[config.mk]
export PLATFORM = sky130hd
export DESIGN_NAME = shift_add_multiplier_flat
export DESIGN_NICKNAME = d
export VERILOG_FILES = /design/src/rtl/mult_pkg.sv /design/src/rtl/shift_add_multiplier_if.sv /design/src/rtl/mult_datapath.sv /design/src/rtl/shift_add_multiplier.sv /design/src/flat_wrapper.sv
export SDC_FILE = /design/constraint.sdc
export NUM_CORES = 1
export LEC_CHECK = 0
export BUFFER_PORTS_ARGS = -buffer_cell sky130_fd_sc_hd__buf_2
export CAP_MARGIN = 5
export CORE_ASPECT_RATIO = 1.2
export CORE_UTILIZATION = 56
export CTS_CLUSTER_SIZE = 8
export DETAILED_ROUTE_END_ITERATION = 10
export PLACE_DENSITY_LB_ADDON = 0.08
export SYNTH_ARGS = -nofsm -noshare
export SYNTH_HDL_FRONTEND = slang
export SYNTH_SLANG_ARGS = --single-unit
[constraint.sdc]
create_clock -name clk -period 7.7 [get_ports clk]
set_input_delay 0.77 -clock clk [delete_from_list [all_inputs] [get_ports clk]]
set_output_delay 0.77 -clock clk [all_outputs]
set_load 0.01 [all_outputs]
[src/rtl/mult_pkg.sv]
// mult_pkg: shared constants and types for the shift-and-add multiplier.
//   W_DEF    default operand width (product is 2*W_DEF bits)
//   state_e  controller states
//   cnt_w()  iteration counter width for a given operand width
//   CNT_W    counter width at the default operand width
package mult_pkg;

  localparam int W_DEF = 10;

  typedef enum logic [1:0] {
    IDLE = 2'd0,
    CALC = 2'd1,
    DONE = 2'd2
  } state_e;

  // Counter must reach W-1; sized like the divider's so both share layout.
  function automatic int cnt_w(input int w);
    return $clog2(w + 1);
  endfunction

  localparam int CNT_W = $clog2(W_DEF + 1);

endpackage

[src/rtl/shift_add_multiplier_if.sv]
// shift_add_multiplier_if: start/done handshake plus operand/result bus.
//   start, Ain, Bin             request side (driven by master)
//   busy, done, prod, out, ovf  response side (driven by slave)
interface shift_add_multiplier_if
  import mult_pkg::*;
#(
  parameter int W = W_DEF
);
  logic           start;
  logic [W-1:0]   Ain;
  logic [W-1:0]   Bin;
  logic           busy;
  logic           done;
  logic [2*W-1:0] prod;
  logic [W-1:0]   out;
  logic           ovf;

  modport master (output start, Ain, Bin, input busy, done, prod, out, ovf);
  modport slave  (input start, Ain, Bin, output busy, done, prod, out, ovf);
endinterface

[src/rtl/mult_datapath.sv]
// mult_datapath: operand registers, (W+1)-bit adder, right shift and
// iteration counter of the shift-and-add multiplier.
//   clk, rst       clock, async active-low reset
//   load           capture a_in/b_in, clear ACC/C/cnt
//   step           one add-and-shift iteration
//   a_in, b_in     multiplicand / multiplier
//   cnt_last       this step is the final (W-th) iteration
//   prod           {ACC,Q}
//   ovf            high half of the product is non-zero
module mult_datapath
  import mult_pkg::*;
#(
  parameter int W  = W_DEF,
  parameter int CW = cnt_w(W)
) (
  input  logic           clk,
  input  logic           rst,
  input  logic           load,
  input  logic           step,
  input  logic [W-1:0]   a_in,
  input  logic [W-1:0]   b_in,
  output logic           cnt_last,
  output logic [2*W-1:0] prod,
  output logic           ovf
);

  logic [W-1:0]  m_q,   m_d;
  logic [W-1:0]  acc_q, acc_d;
  logic [W-1:0]  q_q,   q_d;
  logic          c_q,   c_d;
  logic [CW-1:0] cnt_q, cnt_d;
  logic [W:0]    sum;

  // Partial sum keeps the carry so the 2W-bit product never wraps.
  assign sum = {1'b0, acc_q} + (q_q[0] ? {1'b0, m_q} : '0);

  always_comb begin
    m_d   = m_q;
    acc_d = acc_q;
    q_d   = q_q;
    c_d   = c_q;
    cnt_d = cnt_q;
    if (load) begin
      m_d   = a_in;
      q_d   = b_in;
      acc_d = '0;
      c_d   = 1'b0;
      cnt_d = '0;
    end else if (step) begin
      // {C,ACC,Q} >> 1 with {C,ACC} = sum: carry enters ACC MSB,
      // ACC LSB enters Q MSB, consumed multiplier bit drops out.
      c_d   = sum[W];
      acc_d = sum[W:1];
      q_d   = {sum[0], q_q[W-1:1]};
      cnt_d = cnt_q + 1'b1;
    end
  end

  always_ff @(posedge clk or negedge rst) begin
    if (!rst) begin
      m_q   <= '0;
      acc_q <= '0;
      q_q   <= '0;
      c_q   <= 1'b0;
      cnt_q <= '0;
    end else begin
      m_q   <= m_d;
      acc_q <= acc_d;
      q_q   <= q_d;
      c_q   <= c_d;
      cnt_q <= cnt_d;
    end
  end

  assign cnt_last = (cnt_q == CW'(W - 1));
  assign prod     = {acc_q, q_q};
  assign ovf      = |acc_q;

endmodule

[src/rtl/shift_add_multiplier.sv]
// shift_add_multiplier: sequential unsigned W x W -> 2W multiplier, one
// multiplier bit per clock, start/done handshake.
//   clk   rising-edge clock
//   rst   asynchronous reset, active low
//   bus   shift_add_multiplier_if.slave (start, Ain, Bin, busy, done,
//         prod, out, ovf)
// Build option: MULT_SAT_EN -- when defined, out saturates to all-ones on
// overflow; otherwise out is the truncated low half of prod.
module shift_add_multiplier
  import mult_pkg::*;
#(
  parameter int W = W_DEF
) (
  input  logic                  clk,
  input  logic                  rst,
  shift_add_multiplier_if.slave bus
);

  state_e         state_q, state_d;
  logic           load, step, cnt_last, ovf;
  logic [2*W-1:0] prod;

  mult_datapath #(.W(W)) u_dp (
    .clk      (clk),
    .rst      (rst),
    .load     (load),
    .step     (step),
    .a_in     (bus.Ain),
    .b_in     (bus.Bin),
    .cnt_last (cnt_last),
    .prod     (prod),
    .ovf      (ovf)
  );

  always_ff @(posedge clk or negedge rst) begin
    if (!rst) state_q <= IDLE;
    else      state_q <= state_d;
  end

  // start is only looked at in IDLE/DONE, so a request during CALC is dropped.
  always_comb begin
    state_d = state_q;
    load    = 1'b0;
    step    = 1'b0;
    case (state_q)
      IDLE: if (bus.start) begin
        load    = 1'b1;
        state_d = CALC;
      end
      CALC: begin
        step = 1'b1;
        if (cnt_last) state_d = DONE;
      end
      DONE: begin
        if (bus.start) begin
          load    = 1'b1;
          state_d = CALC;
        end else begin
          state_d = IDLE;
        end
      end
      default: state_d = IDLE;
    endcase
  end

  assign bus.busy = (state_q == CALC);
  assign bus.done = (state_q == DONE);
  assign bus.prod = prod;
  assign bus.ovf  = ovf;

`ifdef MULT_SAT_EN
  assign bus.out = ovf ? {W{1'b1}} : prod[W-1:0];
`else
  assign bus.out = prod[W-1:0];
`endif

endmodule

[src/flat_wrapper.sv]
// flat-port wrapper written by rule: the top's interface ports become plain ports
module shift_add_multiplier_flat import mult_pkg::*;
#(
  parameter int W = W_DEF
)
  (clk, rst, bus_start, bus_Ain, bus_Bin, bus_busy, bus_done, bus_prod, bus_out, bus_ovf);
  shift_add_multiplier_if #(.W(W)) bus_i ();
  input  logic clk;
  input  logic rst;
  input wire logic [$bits(bus_i.start)-1:0] bus_start;
  input wire logic [$bits(bus_i.Ain)-1:0] bus_Ain;
  input wire logic [$bits(bus_i.Bin)-1:0] bus_Bin;
  output wire logic [$bits(bus_i.busy)-1:0] bus_busy;
  output wire logic [$bits(bus_i.done)-1:0] bus_done;
  output wire logic [$bits(bus_i.prod)-1:0] bus_prod;
  output wire logic [$bits(bus_i.out)-1:0] bus_out;
  output wire logic [$bits(bus_i.ovf)-1:0] bus_ovf;
  assign bus_i.start = bus_start;
  assign bus_i.Ain = bus_Ain;
  assign bus_i.Bin = bus_Bin;
  assign bus_busy = bus_i.busy;
  assign bus_done = bus_i.done;
  assign bus_prod = bus_i.prod;
  assign bus_out = bus_i.out;
  assign bus_ovf = bus_i.ovf;
  shift_add_multiplier #(.W(W)) u_core (.clk(clk), .rst(rst), .bus(bus_i));
endmodule
**Word level (Yosys, flattened, before mapping)**

Cells that the tools add are included.

- Register bits: 36
- Bits in latches: 0
- Bits in writable memories: 0
- Memory bits (read-only): 0
- Input bits: 23
- Word-level logic and storage cells: 31
- Memories: 0

- $add $sub $neg: 2
- Multiply operators: 0
- Div/mod/pow operators: 0
- $lt $le $gt $ge: 0
- Equal/unequal tests: 5
- Shifts and indexed selects: 0
- Muxes and demuxes: 14
- Bitwise operators: 0
- Reductions and logical operators: 5

Operator list:

| cell | count |
|---|---|
| $mux W10 | 5 |
| $add A10 B11 Y11 | 1 |
| $reduce_or A10 Y1 | 1 |
| $mux W4 | 2 |
| $pmux W2 S3 | 1 |
| $add A4 B1 Y4 const B | 1 |
| $eq A4 B4 Y1 const B | 1 |
| $mux W1 | 4 |
| $mux W2 | 2 |
| $eq A2 B1 Y1 const B | 1 |
| $eq A2 B2 Y1 const B | 1 |
| $logic_not A2 Y1 | 1 |
| $ne A2 B1 Y1 const B | 1 |
| $ne A2 B2 Y1 const B | 1 |
| $reduce_and A2 Y1 | 1 |
| $reduce_bool A2 Y1 | 1 |
| $reduce_or A2 Y1 | 1 |

**Depth between registers and ports, before layout**

Gate-level depths: netlist of the first run.

- Depth after elaboration: 4
- Depth in mapped cells: 8
- Mapped depth without buffers: 7

**By module**

A second synthesis of the first run with hierarchy kept.

- Cell total of the unflattened synthesis: 206
- Area, all modules: 2103.3 um^2

By module, submodules not included:

| module | instances | cells an instance | area an instance (um^2) |
|---|---|---|---|
| mult_datapath | 1 | 188 | 1933.1 |
| shift_add_multiplier | 1 | 18 | 170.2 |

**Worst setup path before layout of the first run**

Ideal clock, no wire load.

- Path type: reg2reg
- Start point: reg u_core.u_dp.q_q[0]
- End point: reg u_core.u_dp.acc_q[7]
- Arrival time: 2.380 ns
- Data required time: 7.569 ns
- Setup slack: 5.188 ns
- Stages on the path, launching flop included: 9
- Path buffers: 1
- Cell sequence: dfrtp_1 > clkbuf_1 > and2_1 > ha_1 > fa_1 > a21o_1 > a221o_1 > and4b_1 > or3_1

- Word-level cells in the longest chain between the ends: 4

RTL lines:

| element | line | source |
|---|---|---|
| start: declaration | mult_datapath.sv:29 | `logic [W-1:0] q_q, q_d;` |
| start signal: assignment | mult_datapath.sv:69 | `q_q <= q_d;` |
| $mux W10 | mult_datapath.sv:35 | `assign sum = {1'b0, acc_q} + (q_q[0] ? {1'b0, m_q} : '0);` |
| $add A10 B11 Y11 | mult_datapath.sv:35 |  |
| $mux W10 | mult_datapath.sv:49 | `end else if (step) begin` |
| $mux W10 | mult_datapath.sv:43 | `if (load) begin` |
| end signal: assignment | mult_datapath.sv:62 | `acc_q <= '0;` |
| end signal: assignment | mult_datapath.sv:68 | `acc_q <= acc_d;` |
| end: declaration | mult_datapath.sv:28 | `logic [W-1:0] acc_q, acc_d;` |

Every way passes these cells. The select of a mux whose other input is x is not followed.
A chain may end at the register's enable or synchronous reset.

**Worst setup path in the final report of the first run**

- Start point: reg u_core.state_q[0]
- End point: out bus_busy

- Word-level cells in the longest chain between the ends: 1

RTL lines:

| element | line | source |
|---|---|---|
| start: declaration | shift_add_multiplier.sv:19 | `state_e state_q, state_d;` |
| start signal: assignment | shift_add_multiplier.sv:37 | `else state_q <= state_d;` |
| $eq A2 B1 Y1 | shift_add_multiplier.sv:66 | `assign bus.busy = (state_q == CALC);` |
| end: declaration | flat_wrapper.sv:13 | `output wire logic [$bits(bus_i.busy)-1:0] bus_busy;` |

Every way passes these cells.

==> results.json, run 1 <==
{
  "status": "finished clean",
  "place_congestion": 0.836,
  "yosysWarnings": 0,
  "grt_pass1_wl_um": 6660,
  "critPathRequiredTime_ns": 6.93,
  "crit_path_end_kind": "output port",
  "rsz0062_at_grt": "false",
  "vias_per_cell": 5.43,
  "synth_area_per_cell_um2": 9.00,
  "top_layer_used": "met4",
  "cts_max_path_buffers": 2,
  "hold_violations": 0,
  "cts_inserted_buffers": 5,
  "die_area_mm2": 0.00378,
  "synth.distinct_cells": 35,
  "timing.final.max_slew_violations": 0,
  "overflow": 0,
  "ys_seq_area_share_pct": 45.5,
  "wl_met1_um": 1910,
  "grt_max_degree": 37,
  "dpl.hpwl_um": 3030,
  "timing.rr.start": "u_core.u_dp.q_q[0]",
  "cts_max_level": 2,
  "drc_errors": 0,
  "synth_seq_cells": 36,
  "clock.fmax_mhz": 378,
  "p_per_area_mw_per_mm2": 427,
  "reg2reg_slack_ns": 5.09,
  "n_fill_cell": 284,
  "vias": 1646,
  "cts-root-buf": "clkbuf_8",
  "postCtsSetupBuffers": 0,
  "holdPathEnd": "u_core.u_dp.m_q[9]",
  "synthTopCellsByCount": "nand2_1, dfrtp_1, o21ai_0",
  "irDropWorstVdd_v": 0.000273,
  "postLayoutCellArea_mm2": 0.00229,
  "clkSinkCount": 36,
  "wl_per_cell_um": 13.5,
  "path_clk_slew_ns": 0.07,
  "synth-main-ff-cell": "dfrtp_1",
  "fin_worst_skew_ns": 0.00395,
  "dieWidth_um": 56.3,
  "cap_violations": 0,
  "design_power_total_mw": 0.977,
  "dr.first_iter.drc_count": 50,
  "postCtsHoldBufs": 0,
  "drive_gt1_share_pct": 24.4,
  "synth-edff-count": 0,
  "insertion_delay_ns": 0.29,
  "async_flop_share_pct": 100,
  "nNetsFinal": 302,
  "cp.arrival_ns": 1.88,
  "critPathLaunchType": "flop",
  "min_period_ns": 2.65,
  "firstDrtPassIters": 4,
  "io_pins": 56,
  "setup_slack_ns": 5.05,
  "place_area_mm2": 0.00221,
  "holdWs_ns": 0.468,
  "pre_cts_ws_ns": 5.12,
  "syn_area_mm2": 0.00198,
  "ys_top_cells_by_area": "dfrtp_1, nand2_1, ha_1, o21ai_0, a22oi_1",
  "cts-resized-gates": 0,
  "synth_most_common_cell": "nand2_1",
  "row_count": 23,
  "dr_wl_met3_um": 221,
  "syn-num-nets": 256,
  "io_buffers": 55,
  "p_leak_nw": 1.21,
  "dr_wl_met2_um": 1900,
  "die_h_um": 67.1,
  "final.setup.tns_ns": 0,
  "initial_core_util_pct": 58.8,
  "antenna_found_initial": 0,
  "area_growth_pct": 15.6,
  "diodes": 0,
  "setup-violations-final": 0,
  "core_area_mm2": 0.00337,
  "cts_tree": "yes",
  "worst_pin_slew_ns": 0.773,
  "drtAntennaViolNets": 0,
  "worstHoldPathCells": 2,
  "grt_pass1_vias": 1453,
  "synth_top_cell_area_share_pct": 45.5,
  "r2r-end": "u_core.u_dp.acc_q[7]",
  "synthCells": 220,
  "min_from": "u_core.u_dp.m_q[9]",
  "grtUsageTotal_pct": 23.3,
  "synth_top_area_cell": "dfrtp_1",
  "hold_class": "reg -> reg",
  "finalCritPeriodShare_pct": 34.4,
  "reg2reg_depth": 7,
  "wl_um": 4100,
  "crit_fanout": 19,
  "worstSetupPathType": "reg -> out",
  "slew-limit-headroom_pct": 48.4
}
==> per-stage QoR <==
stage | std cells | utilization [%]
2_1_floorplan | 220 | -
3_3_place_gp | 296 | 65.7
3_5_place_dp | 296 | 65.7
4_1_cts | 303 | 68.0
5_1_grt | 303 | 68.0
6_report | 303 | 68.0
==> where the power goes <==
part / internal (mW) / switching (mW)
logic: 0.210 / 0.283
clock network: 0.0614 / 0.0622
registers: 0.280 / 0.0807
total: 0.551 / 0.426
==> cells in the final DEF (no fill, tap or decap), types with 2 or more instances in the layout <==
cell / count
a21o_1: 2
xor2_1: 6
nand2_1: 65
nor2_1: 5
buf_2: 55
o21ai_0: 16
nand3_1: 5
ha_1: 12
a21oi_1: 8
a41oi_1: 2
buf_4: 2
nor2b_1: 2
clkbuf_8: 5
dfrtp_1: 36
a22oi_1: 10
and2_1: 10
nand2b_1: 3
nor4_1: 2
==> area by class of cell <==
class                   instances  area, um2  area share, %
multi-input cells             164        967           42.2
well taps                      37       46.3           2.02
inverters                       2       7.51          0.328
clock inverters                 1       5.00          0.219
flip-flops and latches         36        901           39.3
clock buffers                   6       72.6           3.17
repair buffers                 57        290           12.7
==> state kept, by name, indices dropped and copies added (netlist names) <==
signal	flops
u_core.u_dp.acc_q	10
u_core.u_dp.cnt_q	4
u_core.state_q	2
u_core.u_dp.m_q	10
u_core.u_dp.q_q	10
==> metal layers <==
metal | up-vias | GRT usage (%)
li1 | 831 | -
met2 | 53 | 38.1
met5 | - | 0
met3 | 7 | 5.36
met1 | 755 | 30.2
met4 | 0 | 9.76
==> worst max-delay path by stage <==
stage,start,end,depth (start not counted)
global route,u_core.state_q[0],bus_busy,3
detailed placement,u_core.u_dp.q_q[0],u_core.u_dp.acc_q[7],7
floorplan,u_core.u_dp.q_q[0],u_core.u_dp.acc_q[7],8
CTS,u_core.state_q[0],bus_busy,3
finish,u_core.state_q[0],bus_busy,3
global placement,u_core.u_dp.q_q[0],u_core.u_dp.acc_q[7],7
==> worst max-delay path: stages, from the launching register on <==
cell and delay, ns:
dfrtp_1 0.40, nand2b_1 0.34, clkinv_1 0.53, buf_2 0.31
==> cell families after synthesis <==
logic type      Yosys count  share of synthesized area, %
buf+inv                  20                          5.69
xor+xnor                  7                          3.10
compound gates           46                          15.0
simple gates             98                          22.2
fa+ha+maj                13                          8.59
flops                    36                          45.5
No activity file was read; power rests on OpenSTA's default activity.
==> run 2: changes to the inputs <==
Settings changed: CORE_UTILIZATION 56 to 47.
Clock period 7.7 ns to 2.3 ns, I/O delays scaled along.
==> run 2 against run 1 <==
Non-clock buffer count increased by 8. Sequential power increased to 3.3 times the previous value. Worst setup slack got worse by 5.0 ns. Hold slack got worse by 0.46 ns. Critical path type is now reg -> reg. Largest cell class unchanged.
==> results.json, run 2 (synthesis gave the netlist of run 1 again) <==
{
  "status": "finished clean",
  "crit_fanout": 7,
  "p_per_area_mw_per_mm2": 1450,
  "vias": 1680,
  "min_period_ns": 2.26,
  "critPathRequiredTime_ns": 2.47,
  "core_area_mm2": 0.00400,
  "dieWidth_um": 61.3,
  "worstSetupPathType": "reg -> reg",
  "layout_common_cells": "nand2_1, buf_2, dfrtp_1, o21ai_0",
  "p_switching_mw": 1.50,
  "cts_max_level": 2,
  "worst_pin_slew_ns": 0.801,
  "io_pins": 56,
  "io_buffers": 55,
  "cts-root-buf": "clkbuf_8",
  "cts_inserted_buffers": 5,
  "design_power_total_mw": 3.51,
  "p_leak_nw": 1.26,
  "busiest_layer": "met2",
  "wl_um": 4420,
  "met2_usage_pct": 35.3,
  "nNetsFinal": 310,
  "grtUsageMet1_pct": 28.3,
  "irDropWorstVdd_v": 0.000606,
  "hold_class": "in -> async",
  "seq_power_share_pct": 34.3,
  "rsz0062_at_grt": "true",
  "drtAntennaViolNets": 0,
  "die_h_um": 73.1,
  "grt_pass1_vias": 1592,
  "wl_per_cell_um": 13.4,
  "slew-limit-headroom_pct": 46.6,
  "p_int_mw": 2.01,
  "firstDrtPassIters": 4,
  "cts_max_path_buffers": 2,
  "postCtsHoldBufs": 0,
  "use_met3_pct": 5.14,
  "fin_worst_skew_ns": 0.00254,
  "drc_errors": 0,
  "multiInputGateArea_um2": 987,
  "path_clk_slew_ns": 0.07,
  "clockPowerShare_pct": 13.5,
  "cts_tree": "yes",
  "antenna_found_initial": 0,
  "dr.first_iter.drc_count": 44,
  "setup-violations-final": 0,
  "finalCritPeriodShare_pct": 98.0,
  "place_congestion": 0.838,
  "place_area_mm2": 0.00231,
  "row_count": 25,
  "drive_gt1_share_pct": 28.4,
  "fin_cells": 329,
  "die_area_mm2": 0.00448,
  "grt_max_degree": 37,
  "grtUsageTotal_pct": 22.1,
  "initial_core_util_pct": 49.5,
  "overflow": 0,
  "placed_cells": 321,
  "n_fill_cell": 391,
  "diodes": 0,
  "insertion_delay_ns": 0.29,
  "seqCellArea_um2": 901,
  "final_common_cell": "nand2_1",
  "critPathLaunchType": "flop",
  "switching_share_pct": 42.6,
  "fin_util_pct": 60.4,
  "crit_start": "u_core.u_dp.q_q[0]",
  "timing.final.max_slew_violations": 0,
  "clkSinkCount": 36,
  "cp.arrival_ns": 2.43,
  "timing.rr.start": "u_core.u_dp.q_q[0]",
  "grt_pass1_wl_um": 7230,
  "dpl.hpwl_um": 3210,
  "vias_per_cell": 5.11,
  "comb_power_share_pct": 52.1,
  "crit_path_end_kind": "flop",
  "clock.fmax_mhz": 443,
  "cap_violations": 0,
  "reg_top3": "u_core.u_dp.acc_q x10, u_core.u_dp.m_q x10, u_core.u_dp.q_q x10",
  "postLayoutCellArea_mm2": 0.00242,
  "area_growth_pct": 22.2,
  "hold_violations": 0
}
## run 2: cell types whose count changed in the layout (fill, tap and decap cells not counted), sizes merged
cell      previous run  this run
buf                 57        65
clkbuf               6         7
clkinv               2         1
clkinvlp             0         1
## run 2: worst max-delay path: stages, from the launching register on
cell,delay (ns)
dfrtp_1,0.43
and2_4,0.17
ha_4,0.16
fa_2,0.34
a21o_1,0.18
a221o_1,0.31
and4b_1,0.19
or3_1,0.35
## run 2: worst paths after layout
check / end / slack [ns] / depth (start not counted)
min in group clk: u_core.u_dp.m_q[8] / 0.13 / 3
max reg2reg: u_core.u_dp.acc_q[7] / 0.04 / 7
max in group asynchronous: u_core.u_dp.q_q[3] / 1.76 / 1
min reg2reg: u_core.u_dp.m_q[1] / 0.48 / 2
min: u_core.state_q[1] / 0.01 / 1
max: u_core.u_dp.acc_q[7] / 0.04 / 7
## run 2: layout make-up
| cell class | count | area share [%] |
|---|---|---|
| clock buffer | 7 | 3.57 |
| sequential | 36 | 37.2 |
| tap | 54 | 2.79 |
| multi-input combinational | 164 | 40.8 |
| timing repair buffer | 65 | 15.0 |
| inverter | 2 | 0.310 |
| clock inverter | 1 | 0.310 |
## run 2: per-layer routing
metal	up-vias	routed length [um]
met2	49	2150
met1	774	1980
met5	-	0
met3	8	204
li1	849	-
met4	0	83
## run 2: repair_timing
action | 4_1_cts | 5_1_grt
endpoints found under the setup margin | 0 | 2
gates resized for setup | 0 | 4
buffers inserted | 0 | 0
## run 2: metrics by stage
step / setup WS [ns] / TNS (ns) / hold slack (ns)
3_5_place_dp: 0.0187 / 0 / 0.372
3_3_place_gp: 0.0489 / 0 / 0.364
2_1_floorplan: -0.0909 / -0.0909 / -0.0656
5_1_grt: -0.0436 / -0.0436 / 0.0972
4_1_cts: 0.00320 / 0 / 0.0630
6_report: 0.0450 / 0 / 0.00973
## run 2: power groups by stage
stage / combinational [mW] / sequential [mW] / clock, mW
after global placement: 1.80 / 1.21 / 0
after CTS: 1.83 / 1.20 / 0.485
after detailed placement: 1.83 / 1.21 / 0
after global routing: 2.08 / 1.25 / 0.508
after floorplan: 1.21 / 1.23 / 0
final: 1.83 / 1.20 / 0.475
==> run 3: changes to the inputs <==
Settings changed: BUFFER_PORTS_ARGS -buffer_cell sky130_fd_sc_hd__buf_2 to -buffer_cell sky130_fd_sc_hd__buf_4.
==> run 3 against run 2 <==
Sequential power barely moved. Global-route usage rose by 0.45 points. Routed wire length fell by 0.75%. Via count rose by 1.1%. Hold slack improved by 0.11 ns. Flip-flop and latch count did not move. Critical path depth did not move. Clock skew rose by 0.0055 ns. Worst setup slack got worse by 0.033 ns. Cell count rose by 0.61%.
==> results.json, run 3 (synthesis gave the netlist of run 1 again) <==
{
  "dieWidth_um": 61.3,
  "n_fill_cell": 357,
  "p_leak_nw": 1.30,
  "cts-root-buf": "clkbuf_8",
  "io_buffers": 55,
  "grt_pass1_wl_um": 7250,
  "wl_um": 4380,
  "place_congestion": 0.856,
  "insertion_delay_ns": 0.30,
  "firstDrtPassIters": 4,
  "pre_cts_ws_ns": -0.0203,
  "drc_errors": 0,
  "vias": 1699,
  "irDropWorstVdd_v": 0.000640,
  "crit_fanout": 7,
  "path_clk_slew_ns": 0.08,
  "finalCritPeriodShare_pct": 99.5,
  "min_period_ns": 2.29,
  "layout_common_cells": "buf_4, nand2_1, dfrtp_1, o21ai_0",
  "dpl.hpwl_um": 3210,
  "slew-limit-headroom_pct": 64.4,
  "dr.first_iter.drc_count": 52,
  "crit_path_end_kind": "flop",
  "reg2reg_slack_ns": 0.01,
  "die_area_mm2": 0.00448,
  "placed_cells": 321,
  "diodes": 0,
  "status": "finished clean",
  "drtAntennaViolNets": 0,
  "worst_pin_slew_ns": 0.534,
  "nNetsFinal": 312,
  "design_power_total_mw": 3.65,
  "critPathLaunchType": "flop",
  "overflow": 0,
  "clock.fmax_mhz": 437,
  "final_common_cell": "buf_4",
  "cts_max_level": 2,
  "setup-violations-final": 0,
  "cts_inserted_buffers": 5,
  "cts_max_path_buffers": 2,
  "critPathRequiredTime_ns": 2.47,
  "antenna_found_initial": 0,
  "wl_per_cell_um": 13.2,
  "clkSinkCount": 36,
  "cap_violations": 0,
  "setup_slack_ns": 0.0119,
  "fin_worst_skew_ns": 0.00806,
  "io_pins": 56,
  "hold_class": "in -> reg",
  "worstSetupPathType": "reg -> reg",
  "place_area_mm2": 0.00244,
  "core_area_mm2": 0.00400,
  "timing.final.max_slew_violations": 0,
  "row_count": 25,
  "cp.arrival_ns": 2.46,
  "grt_pass1_vias": 1604,
  "rsz0062_at_grt": "true",
  "fin_cells": 331,
  "postLayoutCellArea_mm2": 0.00256,
  "grtUsageTotal_pct": 22.5,
  "hold_violations": 0,
  "initial_core_util_pct": 49.5,
  "die_h_um": 73.1,
  "p_per_area_mw_per_mm2": 1420,
  "drive_gt1_share_pct": 28.5,
  "grt_max_degree": 37,
  "reg_top3": "u_core.u_dp.acc_q x10, u_core.u_dp.m_q x10, u_core.u_dp.q_q x10",
  "cts_tree": "yes",
  "vias_per_cell": 5.13,
  "area_growth_pct": 29.4
}
run 3: stage by stage:
| step | TNS, ns | hold WS, ns | utilization, % |
|---|---|---|---|
| 3_3_place_gp | 0 | 0.212 | 60.8 |
| 5_1_grt | -0.0588 | 0.130 | 64.0 |
| 4_1_cts | -0.0181 | 0.118 | 63.6 |
| 2_1_floorplan | -0.0909 | -0.0656 | - |
| 3_5_place_dp | -0.0203 | 0.214 | 60.8 |
| 6_report | 0 | 0.120 | 64.0 |
run 3: per-layer routing:
layer | vias up | track usage, % | wire (um)
met2 | 37 | 36.4 | 2180
met4 | 0 | 10.6 | 78
met3 | 6 | 5.14 | 161
met1 | 802 | 28.1 | 1960
met5 | - | 0 | 0
li1 | 854 | - | -
run 3: timing repair:
action / CTS / global route
resized for setup: 0 / 3
setup buffers: 1 / 0
setup endpoints to repair: 1 / 1
endpoints found under the hold margin: 36 / 0
hold buffers: 1 / 0
run 3: cell type report:
type / count / area [um2] / area share [%]
Tap cell: 54 / 67.6 / 2.64
Sequential cell: 36 / 901 / 35.2
Clock buffer: 7 / 86.3 / 3.37
Clock inverter: 1 / 7.51 / 0.293
Timing Repair Buffer: 67 / 505 / 19.7
Multi-Input combinational cell: 164 / 987 / 38.5
Inverter: 2 / 7.51 / 0.293
run 3: critical path: stages, from the launching register on:
cell and delay (ns):
dfrtp_1 0.43, and2_4 0.16, ha_4 0.16, fa_2 0.34, a21o_1 0.18, a221o_1 0.32
and4b_1 0.20, or3_1 0.36
run 3: power breakdown:
| part | internal, mW | switching, mW | leakage (nW) | total (mW) |
|---|---|---|---|---|
| registers | 0.936 | 0.278 | 0.447 | 1.21 |
| clock network | 0.243 | 0.233 | 0.0445 | 0.476 |
| logic | 0.960 | 0.998 | 0.810 | 1.96 |
run 3: path summary, 6_finish.rpt:
kind,startpoint,endpoint,depth (start not counted)
max,u_core.u_dp.q_q[0],u_core.u_dp.acc_q[7],7
min,bus_Ain[9],u_core.u_dp.m_q[9],3
max reg2reg,u_core.u_dp.q_q[0],u_core.u_dp.acc_q[7],7
min reg2reg,u_core.u_dp.m_q[1],u_core.u_dp.m_q[1],2
max in group asynchronous,rst,u_core.u_dp.acc_q[3],2
min in group asynchronous,rst,u_core.u_dp.m_q[9],2
